<file path="src/rtl/game_io_hub.sv">
// -----------------------------------------------------------------------------
// game_io_hub
//   Memory-mapped I/O hub that sits between the processor data-memory port and
//   the game peripherals. It decodes one-hot direction keys, holds the player
//   position registers, detects player/pickup box overlap, runs one powerup
//   timer per player and respawns collected pickups after a parking delay.
//
// Ports
//   clock, reset     rising-edge clock, asynchronous active-low reset
//   addr, wr_data    processor address / store data
//   wren             processor store enable
//   dmem_q           data-memory read data
//   dmem_wren        store enable forwarded to data memory (RAM window only)
//   proc_data_in     registered read data returned to the processor
//   dir_keys         {left,down,right,up} per player, player 0 in [3:0]
//   player_x/y       flattened player positions, player 0 in [31:0]
//   powerup_x/y      flattened live pickup positions (all ones = parked)
//   powerup_active   per-player powerup flag
// -----------------------------------------------------------------------------
module game_io_hub #(
   parameter int NUM_PLAYERS     = 2,
   parameter int NUM_POWERUPS    = 1,
   parameter int RAM_WORDS       = 4096,
   parameter int INPUT_BASE      = 4100,
   parameter int PLAYER_BASE     = 4200,
   parameter int PU_BASE         = 4300,
   parameter int SPRITE_W        = 32,
   parameter int SPRITE_H        = 32,
   parameter int TICKS_PER_STAGE = 100000000,
   parameter int NUM_STAGES      = 7,
   parameter int RESPAWN_CYCLES  = 500000000
) (
   input  logic                        clock,
   input  logic                        reset,
   input  logic [16:0]                 addr,
   input  logic [31:0]                 wr_data,
   input  logic                        wren,
   input  logic [31:0]                 dmem_q,
   output logic                        dmem_wren,
   output logic [31:0]                 proc_data_in,
   input  logic [4*NUM_PLAYERS-1:0]    dir_keys,
   output logic [32*NUM_PLAYERS-1:0]   player_x,
   output logic [32*NUM_PLAYERS-1:0]   player_y,
   output logic [32*NUM_POWERUPS-1:0]  powerup_x,
   output logic [32*NUM_POWERUPS-1:0]  powerup_y,
   output logic [NUM_PLAYERS-1:0]      powerup_active
);

   typedef enum logic {
      ST_IDLE   = 1'b0,
      ST_ACTIVE = 1'b1
   } tmr_state_e;

   localparam logic [31:0] RAM_LIMIT  = 32'(RAM_WORDS);
   localparam logic [31:0] TICK_LAST  = 32'(TICKS_PER_STAGE - 1);
   localparam logic [31:0] STAGE_LAST = 32'(NUM_STAGES - 1);
   localparam logic [31:0] RESP_LAST  = 32'(RESPAWN_CYCLES - 1);
   localparam logic [31:0] PARKED_POS = 32'hFFFF_FFFF;

   // Player state
   logic [31:0] px_q    [NUM_PLAYERS];
   logic [31:0] px_d    [NUM_PLAYERS];
   logic [31:0] py_q    [NUM_PLAYERS];
   logic [31:0] py_d    [NUM_PLAYERS];
   tmr_state_e  state_q [NUM_PLAYERS];
   tmr_state_e  state_d [NUM_PLAYERS];
   logic [31:0] tick_q  [NUM_PLAYERS];
   logic [31:0] tick_d  [NUM_PLAYERS];
   logic [31:0] stage_q [NUM_PLAYERS];
   logic [31:0] stage_d [NUM_PLAYERS];
   logic [NUM_PLAYERS-1:0] flag_q;
   logic [NUM_PLAYERS-1:0] flag_d;

   // Pickup state: home position, live position, respawn countdown
   logic [31:0] hx_q   [NUM_POWERUPS];
   logic [31:0] hx_d   [NUM_POWERUPS];
   logic [31:0] hy_q   [NUM_POWERUPS];
   logic [31:0] hy_d   [NUM_POWERUPS];
   logic [31:0] ux_q   [NUM_POWERUPS];
   logic [31:0] ux_d   [NUM_POWERUPS];
   logic [31:0] uy_q   [NUM_POWERUPS];
   logic [31:0] uy_d   [NUM_POWERUPS];
   logic [31:0] resp_q [NUM_POWERUPS];
   logic [31:0] resp_d [NUM_POWERUPS];
   logic [NUM_POWERUPS-1:0] parked_q;
   logic [NUM_POWERUPS-1:0] parked_d;

   logic [31:0] rdata_q;
   logic [31:0] rdata_d;

   logic [31:0]             addr_ext_s;
   logic [NUM_PLAYERS-1:0]  player_hit_s;
   logic [NUM_POWERUPS-1:0] pu_hit_s;

   // One-hot key vector to direction code; anything not exactly one-hot is 0.
   function automatic logic [31:0] dir_code(input logic [3:0] keys);
      logic [31:0] code;
      case (keys)
         4'b0001: code = 32'd1;
         4'b0010: code = 32'd2;
         4'b0100: code = 32'd3;
         4'b1000: code = 32'd4;
         default: code = 32'd0;
      endcase
      return code;
   endfunction

   // Unsigned box overlap; the sums wrap modulo 2^32 on purpose.
   function automatic logic box_hit(input logic [31:0] px, input logic [31:0] py,
                                    input logic [31:0] ux, input logic [31:0] uy);
      logic [31:0] px_far;
      logic [31:0] py_far;
      logic [31:0] ux_far;
      logic [31:0] uy_far;
      px_far = px + 32'(SPRITE_W);
      py_far = py + 32'(SPRITE_H);
      ux_far = ux + 32'(SPRITE_W);
      uy_far = uy + 32'(SPRITE_H);
      return (px_far >= ux) && (px <= ux_far) && (py_far >= uy) && (py <= uy_far);
   endfunction

   assign addr_ext_s = {15'd0, addr};
   assign dmem_wren  = wren & (addr_ext_s < RAM_LIMIT);

   // Collision arbitration: per pickup, the lowest-index overlapping player wins.
   always_comb begin
      player_hit_s = '0;
      pu_hit_s     = '0;
      for (int k = 0; k < NUM_POWERUPS; k++) begin
         for (int p = 0; p < NUM_PLAYERS; p++) begin
            if (!parked_q[k] && !pu_hit_s[k] && box_hit(px_q[p], py_q[p], ux_q[k], uy_q[k])) begin
               pu_hit_s[k]     = 1'b1;
               player_hit_s[p] = 1'b1;
            end else begin
               player_hit_s[p] = player_hit_s[p];
            end
         end
      end
   end

   // Next-state: register writes, powerup timers, pickup park/respawn.
   always_comb begin
      px_d     = px_q;
      py_d     = py_q;
      state_d  = state_q;
      tick_d   = tick_q;
      stage_d  = stage_q;
      flag_d   = flag_q;
      hx_d     = hx_q;
      hy_d     = hy_q;
      ux_d     = ux_q;
      uy_d     = uy_q;
      resp_d   = resp_q;
      parked_d = parked_q;

      for (int p = 0; p < NUM_PLAYERS; p++) begin
         if (wren && (addr_ext_s == 32'(PLAYER_BASE + 3 * p))) begin
            px_d[p] = wr_data;
         end else if (wren && (addr_ext_s == 32'(PLAYER_BASE + 3 * p + 1))) begin
            py_d[p] = wr_data;
         end else begin
            px_d[p] = px_q[p];
         end

         case (state_q[p])
            ST_IDLE: begin
               if (player_hit_s[p]) begin
                  state_d[p] = ST_ACTIVE;
                  tick_d[p]  = 32'd0;
                  stage_d[p] = 32'd0;
                  flag_d[p]  = 1'b1;
               end else begin
                  flag_d[p] = 1'b0;
               end
            end
            ST_ACTIVE: begin
               // A fresh hit restarts the countdown; the flag simply stays high.
               if (player_hit_s[p]) begin
                  tick_d[p]  = 32'd0;
                  stage_d[p] = 32'd0;
                  flag_d[p]  = 1'b1;
               end else if (tick_q[p] == TICK_LAST) begin
                  tick_d[p] = 32'd0;
                  if (stage_q[p] == STAGE_LAST) begin
                     state_d[p] = ST_IDLE;
                     stage_d[p] = 32'd0;
                     flag_d[p]  = 1'b0;
                  end else begin
                     stage_d[p] = stage_q[p] + 32'd1;
                  end
               end else begin
                  tick_d[p] = tick_q[p] + 32'd1;
               end
            end
            default: begin
               state_d[p] = ST_IDLE;
               tick_d[p]  = 32'd0;
               stage_d[p] = 32'd0;
               flag_d[p]  = 1'b0;
            end
         endcase
      end

      for (int k = 0; k < NUM_POWERUPS; k++) begin
         if (wren && (addr_ext_s == 32'(PU_BASE + 2 * k))) begin
            hx_d[k] = wr_data;
         end else if (wren && (addr_ext_s == 32'(PU_BASE + 2 * k + 1))) begin
            hy_d[k] = wr_data;
         end else begin
            hx_d[k] = hx_q[k];
         end

         if (pu_hit_s[k]) begin
            ux_d[k]     = PARKED_POS;
            uy_d[k]     = PARKED_POS;
            parked_d[k] = 1'b1;
            resp_d[k]   = RESP_LAST;
         end else if (parked_q[k]) begin
            // Respawn lands on the home value held at that moment.
            if (resp_q[k] == 32'd0) begin
               ux_d[k]     = hx_q[k];
               uy_d[k]     = hy_q[k];
               parked_d[k] = 1'b0;
            end else begin
               resp_d[k] = resp_q[k] - 32'd1;
            end
         end else if (wren && (addr_ext_s == 32'(PU_BASE + 2 * k))) begin
            ux_d[k] = wr_data;
         end else if (wren && (addr_ext_s == 32'(PU_BASE + 2 * k + 1))) begin
            uy_d[k] = wr_data;
         end else begin
            ux_d[k] = ux_q[k];
         end
      end
   end

   // Read mux: RAM window, then the mapped peripheral registers, else zero.
   always_comb begin
      rdata_d = 32'd0;
      if (addr_ext_s < RAM_LIMIT) begin
         rdata_d = dmem_q;
      end else begin
         for (int p = 0; p < NUM_PLAYERS; p++) begin
            if (addr_ext_s == 32'(INPUT_BASE + p)) begin
               rdata_d = dir_code(dir_keys[4*p +: 4]);
            end else if (addr_ext_s == 32'(PLAYER_BASE + 3 * p)) begin
               rdata_d = px_q[p];
            end else if (addr_ext_s == 32'(PLAYER_BASE + 3 * p + 1)) begin
               rdata_d = py_q[p];
            end else if (addr_ext_s == 32'(PLAYER_BASE + 3 * p + 2)) begin
               rdata_d = {31'd0, flag_q[p]};
            end else begin
               rdata_d = rdata_d;
            end
         end
         for (int k = 0; k < NUM_POWERUPS; k++) begin
            if (addr_ext_s == 32'(PU_BASE + 2 * k)) begin
               rdata_d = hx_q[k];
            end else if (addr_ext_s == 32'(PU_BASE + 2 * k + 1)) begin
               rdata_d = hy_q[k];
            end else begin
               rdata_d = rdata_d;
            end
         end
      end
   end

   // State registers; reset restores the starting layout and idles all timers.
   always_ff @(posedge clock or negedge reset) begin
      if (!reset) begin
         for (int p = 0; p < NUM_PLAYERS; p++) begin
            px_q[p]    <= 32'(100 + 140 * p);
            py_q[p]    <= 32'(100 + 150 * p);
            state_q[p] <= ST_IDLE;
            tick_q[p]  <= 32'd0;
            stage_q[p] <= 32'd0;
         end
         flag_q <= '0;
         for (int k = 0; k < NUM_POWERUPS; k++) begin
            hx_q[k]   <= 32'd300;
            hy_q[k]   <= 32'(300 + 64 * k);
            ux_q[k]   <= 32'd300;
            uy_q[k]   <= 32'(300 + 64 * k);
            resp_q[k] <= 32'd0;
         end
         parked_q <= '0;
         rdata_q  <= 32'd0;
      end else begin
         px_q     <= px_d;
         py_q     <= py_d;
         state_q  <= state_d;
         tick_q   <= tick_d;
         stage_q  <= stage_d;
         flag_q   <= flag_d;
         hx_q     <= hx_d;
         hy_q     <= hy_d;
         ux_q     <= ux_d;
         uy_q     <= uy_d;
         resp_q   <= resp_d;
         parked_q <= parked_d;
         rdata_q  <= rdata_d;
      end
   end

   // Flatten the register arrays onto the output buses.
   always_comb begin
      player_x  = '0;
      player_y  = '0;
      powerup_x = '0;
      powerup_y = '0;
      for (int p = 0; p < NUM_PLAYERS; p++) begin
         player_x[32*p +: 32] = px_q[p];
         player_y[32*p +: 32] = py_q[p];
      end
      for (int k = 0; k < NUM_POWERUPS; k++) begin
         powerup_x[32*k +: 32] = ux_q[k];
         powerup_y[32*k +: 32] = uy_q[k];
      end
   end

   assign powerup_active = flag_q;
   assign proc_data_in   = rdata_q;

endmodule

</file>
<file path="config.mk">
export PLATFORM = sky130hd
export DESIGN_NAME = game_io_hub
export DESIGN_NICKNAME = d
export VERILOG_FILES = /design/src/rtl/game_io_hub.sv
export SDC_FILE = /design/constraint.sdc
export NUM_CORES = 1
export LEC_CHECK = 0
export ABC_AREA = 1
export BUFFER_PORTS_ARGS = -buffer_cell sky130_fd_sc_hd__buf_2
export CAP_MARGIN = 20
export CORE_AREA = 5 5 275 277
export DETAILED_ROUTE_END_ITERATION = 10
export DIE_AREA = 0 0 280 282
export GPL_TIMING_DRIVEN = 0
export PLACE_DENSITY_LB_ADDON = 0.25
export REMOVE_ABC_BUFFERS = 1
export SYNTH_ARGS = -nofsm -noshare
export SYNTH_HDL_FRONTEND = slang
export SYNTH_SLANG_ARGS = --single-unit
</file>
<file path="constraint.sdc">
create_clock -name clock -period 5 [get_ports clock]
set_clock_uncertainty 0.05 [all_clocks]
set_input_delay 0.25 -clock clock [delete_from_list [all_inputs] [get_ports clock]]
set_output_delay 0.25 -clock clock [all_outputs]
set_load 0.01 [all_outputs]
</file>
==> key figures <==
Finish
  • FILL cells: 6,523
  • Layout cells sized above 1: 21.0%
  • Final net count: 5,295
  • Multi-input logic area: 20,700 sq um
  • Register area: 11,400 sq um
  • Synth-to-layout area growth: 31.2%

STA
  • Achievable clock frequency: 0.184 GHz
  • Worst-margin pin slew: 1090 ps
  • Slew Viols, Final: 0
  • Min Tclk post-route: 5430 ps
  • Fin crit share: 109%
  • Endpoints failing hold: 0
  • Final WS setup: -430 ps
  • Final setup viols: 227
  • Slew HR: 27.2%
  • Unrepaired setup endpoints after global routing: true

Synthesis
  • Ys flop type: dfrtp_1
  • Post-Syn Area per Cell: 7.33 sq um
  • Ys async rst share: 100%
  • Synth Register Bits: 453
  • Post-synthesis sequential area ratio: 35.0%
  • Cells after Synth: 4,435
  • Number of synthesized flops with an enable pin: 0
  • Post-synth cell types: 60
  • Synthesized cell area: 32,500 sq um
  • Synth warn: 0

Pwr
  • Int Power: 7.10 mW
  • Leakage: 21.6 nW
  • Switching part of the total: 27.0%
  • Combinational share of power: 12.8%
  • Part of the power in the clock network: 48.0%
  • Seq pwr share: 39.2%
  • Power per Cell Area: 228 nW/um^2
  • Sw Pwr: 2.62 mW
  • Tot Pwr: 9.72 mW
  • Max VDD drop: 241 uV

Clocking
  • CTS tree: done
  • CTS H-tree lvls: 2
  • Worst-Skew Late Latency: 640 ps
  • Clk slew on worst S/H paths: 60 ps
  • Clock Root Buffer: clkbuf_16
  • CTS Buffer Depth: 3
  • CTS Sinks: 453
  • Cts bufs inserted: 56

Detailed routing
  • Drt pass-1 iters: 6
  • Vias/cell: 5.77
  • Post-DRT Antenna Nets: 0
  • Vias: 34,450
  • Final WL: 132 mm
  • Uppermost layer routed: met4
  • Met3 wire len: 11.5 mm
  • Drt wl/cell: 22.0 microns
  • Metal2 WL: 60.0 mm
  • Initial DRC count: 3,523
  • WL met1: 52.9 mm
  • Drc violations: 0

Setup path
  • Cell mode on critical path: nand4_1
  • Startpoint Class: flop
  • R2r worst-path depth: 28
  • Critical Path RT: 5460 ps
  • CP Max Fanout: 8
  • Slowest stage delay, CP: 600 ps
  • CP max stage cell: dfstp_2
  • Crit path to: resp_q[31]$_DFFE_PN0P_
  • R2r setup slk: -430 ps
  • Worst r2r src: player_y[37]$_DFFE_PN1P_
  • RR Endpoint: resp_q[31]$_DFFE_PN0P_
  • Crit. Startpoint: player_y[37]$_DFFE_PN1P_
  • Endpoint type of the worst setup path: flop
  • Crit Path Category: flop to flop
  • Arr. time, crit path: 5890 ps

Min path
  • Tightest Hold Check Type: input pin to flop
  • Hold Path Depth: 3

Place
  • RD Place Congestion: 0.965
  • IO buf count: 318
  • Post-place setup slack: -2770 ps
  • Post-DP HPWL: 85.9 mm

Status
  • Run status: finished with violations
  • Failing checks: setup timing

Floorplan
  • Die X-Extent: 280 microns
  • Initial Utilization: 44.8%
  • Ports: 319
  • Row cnt: 99
  • Die height: 282 microns
  • Core area: 72,600 sq um
  • Die Footprint: 79,000 sq um

GRT
  • Vias in the first global route: 32,506
  • First-pass GRT wire length: 194 mm
  • GR Overflow Total: 0
  • Total GRT Usage: 31.3%
  • Initial antenna violation count: 3
  • Largest net degree at the start of global routing: 119

Job
  • Max-Cap Viols: 0
==> routing by layer <==
metal  global-route usage [%]  vias up
met5                        0        -
met4                     14.5        0
met3                     5.66      369
met2                     50.4     1652
met1                     41.3    16428
li1                         -    16001
==> worst max-delay path, delay by kind of cell (launching register included) <==
kind                       cells  cell delay (ps)
AOI/OAI and AO/OA              2              310
DFF                            1              600
buffers and inverters          6              900
adders and majority gates      1              270
xor gates and xnor gates       1              130
and+or+nand+nor               18             2990
==> how the worst min path moves through the flow <==
stage           startpoint                   endpoint
6_report       wr_data[28]   player_x[60]$_DFFE_PN0P_
3_3_place_gp     dmem_q[1]  proc_data_in[1]$_DFF_PN0_
2_1_floorplan        reset        hx_q[0]$_DFFE_PN0P_
3_5_place_dp         reset     tick_q[52]$_DFFE_PN0P_
5_1_grt        wr_data[25]   player_x[57]$_DFFE_PN0P_
4_1_cts        wr_data[28]   player_x[60]$_DFFE_PN0P_
==> area by class of cell <==
class | count | area share (%)
Timing Repair inverter | 3 | 0.0675
Sequential cell | 453 | 26.7
Inverter | 539 | 4.79
Timing Repair Buffer | 611 | 12.2
Clock inverter | 28 | 1.11
Antenna cell | 3 | 0.0176
Clock buffer | 78 | 3.84
Multi-Input combinational cell | 3300 | 48.5
Tap cell | 959 | 2.81
==> flip-flops by register name, summed over array words and instances (netlist names) <==
register and cells:
hx_q 32, hy_q 32, parked_q 1, player_x 64, player_y 64, powerup_active 2, powerup_x 32, powerup_y 32
proc_data_in 32, resp_q 32, stage_q 64, state_q 2, tick_q 64
==> per-stage QoR <==
step	utilization [%]	area [sq um]	hold WS [ps]	setup TNS (ps)	std cells
4_1_cts	56.9	41300	2.14	-59920	5920
5_1_grt	58.8	42600	43.8	-130100	5973
3_5_place_dp	48.7	35400	157	-498390	5584
6_report	58.8	42600	17.3	-74670	5974
3_3_place_gp	47.6	34500	406	-4492410	5540
2_1_floorplan	-	31700	-95.6	-231170	4263
==> repair_timing <==
action	in CTS	in global routing
setup endpoints to repair	229	229
gates resized for setup	331	179
pin swaps	96	78
gates cloned	39	12
endpoints found under the hold margin	290	0
hold buffers	63	0
buffers inserted	128	37
==> layout by cell type, fill, tap and decap left out, drive strengths merged, types with 25 or more instances in the layout <==
| master | netlist | routed |
|---|---|---|
| a21oi | 277 | 277 |
| buf | 60 | 540 |
| clkbuf | 112 | 86 |
| dfrtp | 421 | 421 |
| dfstp | 32 | 32 |
| dlygate4sd3 | 0 | 63 |
| ha | 239 | 239 |
| inv | 538 | 542 |
| nand2 | 1007 | 1027 |
| nand3 | 298 | 302 |
| nand4 | 168 | 170 |
| nor2 | 331 | 331 |
| nor3 | 113 | 113 |
| nor4 | 80 | 80 |
| o211ai | 45 | 45 |
| o21ai | 342 | 345 |
| o22ai | 30 | 30 |
| xnor2 | 25 | 25 |
| xor2 | 239 | 239 |
==> kinds of logic after synthesis <==
group / Yosys count / synth area share [%]
fa+ha+maj: 239 / 9.20
xor+xnor: 264 / 7.12
buf+inv: 711 / 8.54
compound gates: 736 / 12.2
flops: 453 / 35.0
simple gates: 2021 / 27.6
mux: 11 / 0.347
==> power groups by stage <==
stage / Sequential, mW / Combinational (mW) / Clock (mW)
after floorplan: 3.86 / 0.678 / 0
after global placement: 3.88 / 1.02 / 0
after detailed placement: 3.87 / 1.06 / 0
after CTS: 3.81 / 1.20 / 4.71
after global routing: 3.82 / 1.39 / 4.85
final: 3.82 / 1.24 / 4.66
==> cell usage after synthesis (all sizes together) (2+ instances only) <==
cell | count | area [sq um]
o31ai | 2 | 15.0
nand3 | 298 | 1530
o22ai | 30 | 188
dfstp | 32 | 841
o21bai | 4 | 30.0
o21ai | 342 | 1720
nor2 | 331 | 1280
inv | 538 | 2020
nor3b | 3 | 22.5
nor3 | 113 | 601
a211oi | 5 | 37.5
nand2 | 1007 | 3800
nand4 | 168 | 1060
o211ai | 45 | 338
or2 | 3 | 18.8
xor2 | 239 | 2090
nand3b | 5 | 37.5
clkbuf | 112 | 420
buf | 60 | 330
nor4b | 3 | 26.3
dfrtp | 421 | 10500
a21oi | 277 | 1400
and3 | 5 | 31.3
o21a | 6 | 45.0
a22o | 2 | 17.5
mux2i | 9 | 90.1
mux2 | 2 | 22.5
nor4 | 80 | 513
a221oi | 7 | 61.3
ha | 239 | 2990
or4 | 2 | 15.0
xnor2 | 25 | 219
a31oi | 6 | 37.5
o221ai | 5 | 43.8
Note: power is estimated with default switching activity, not from simulation.
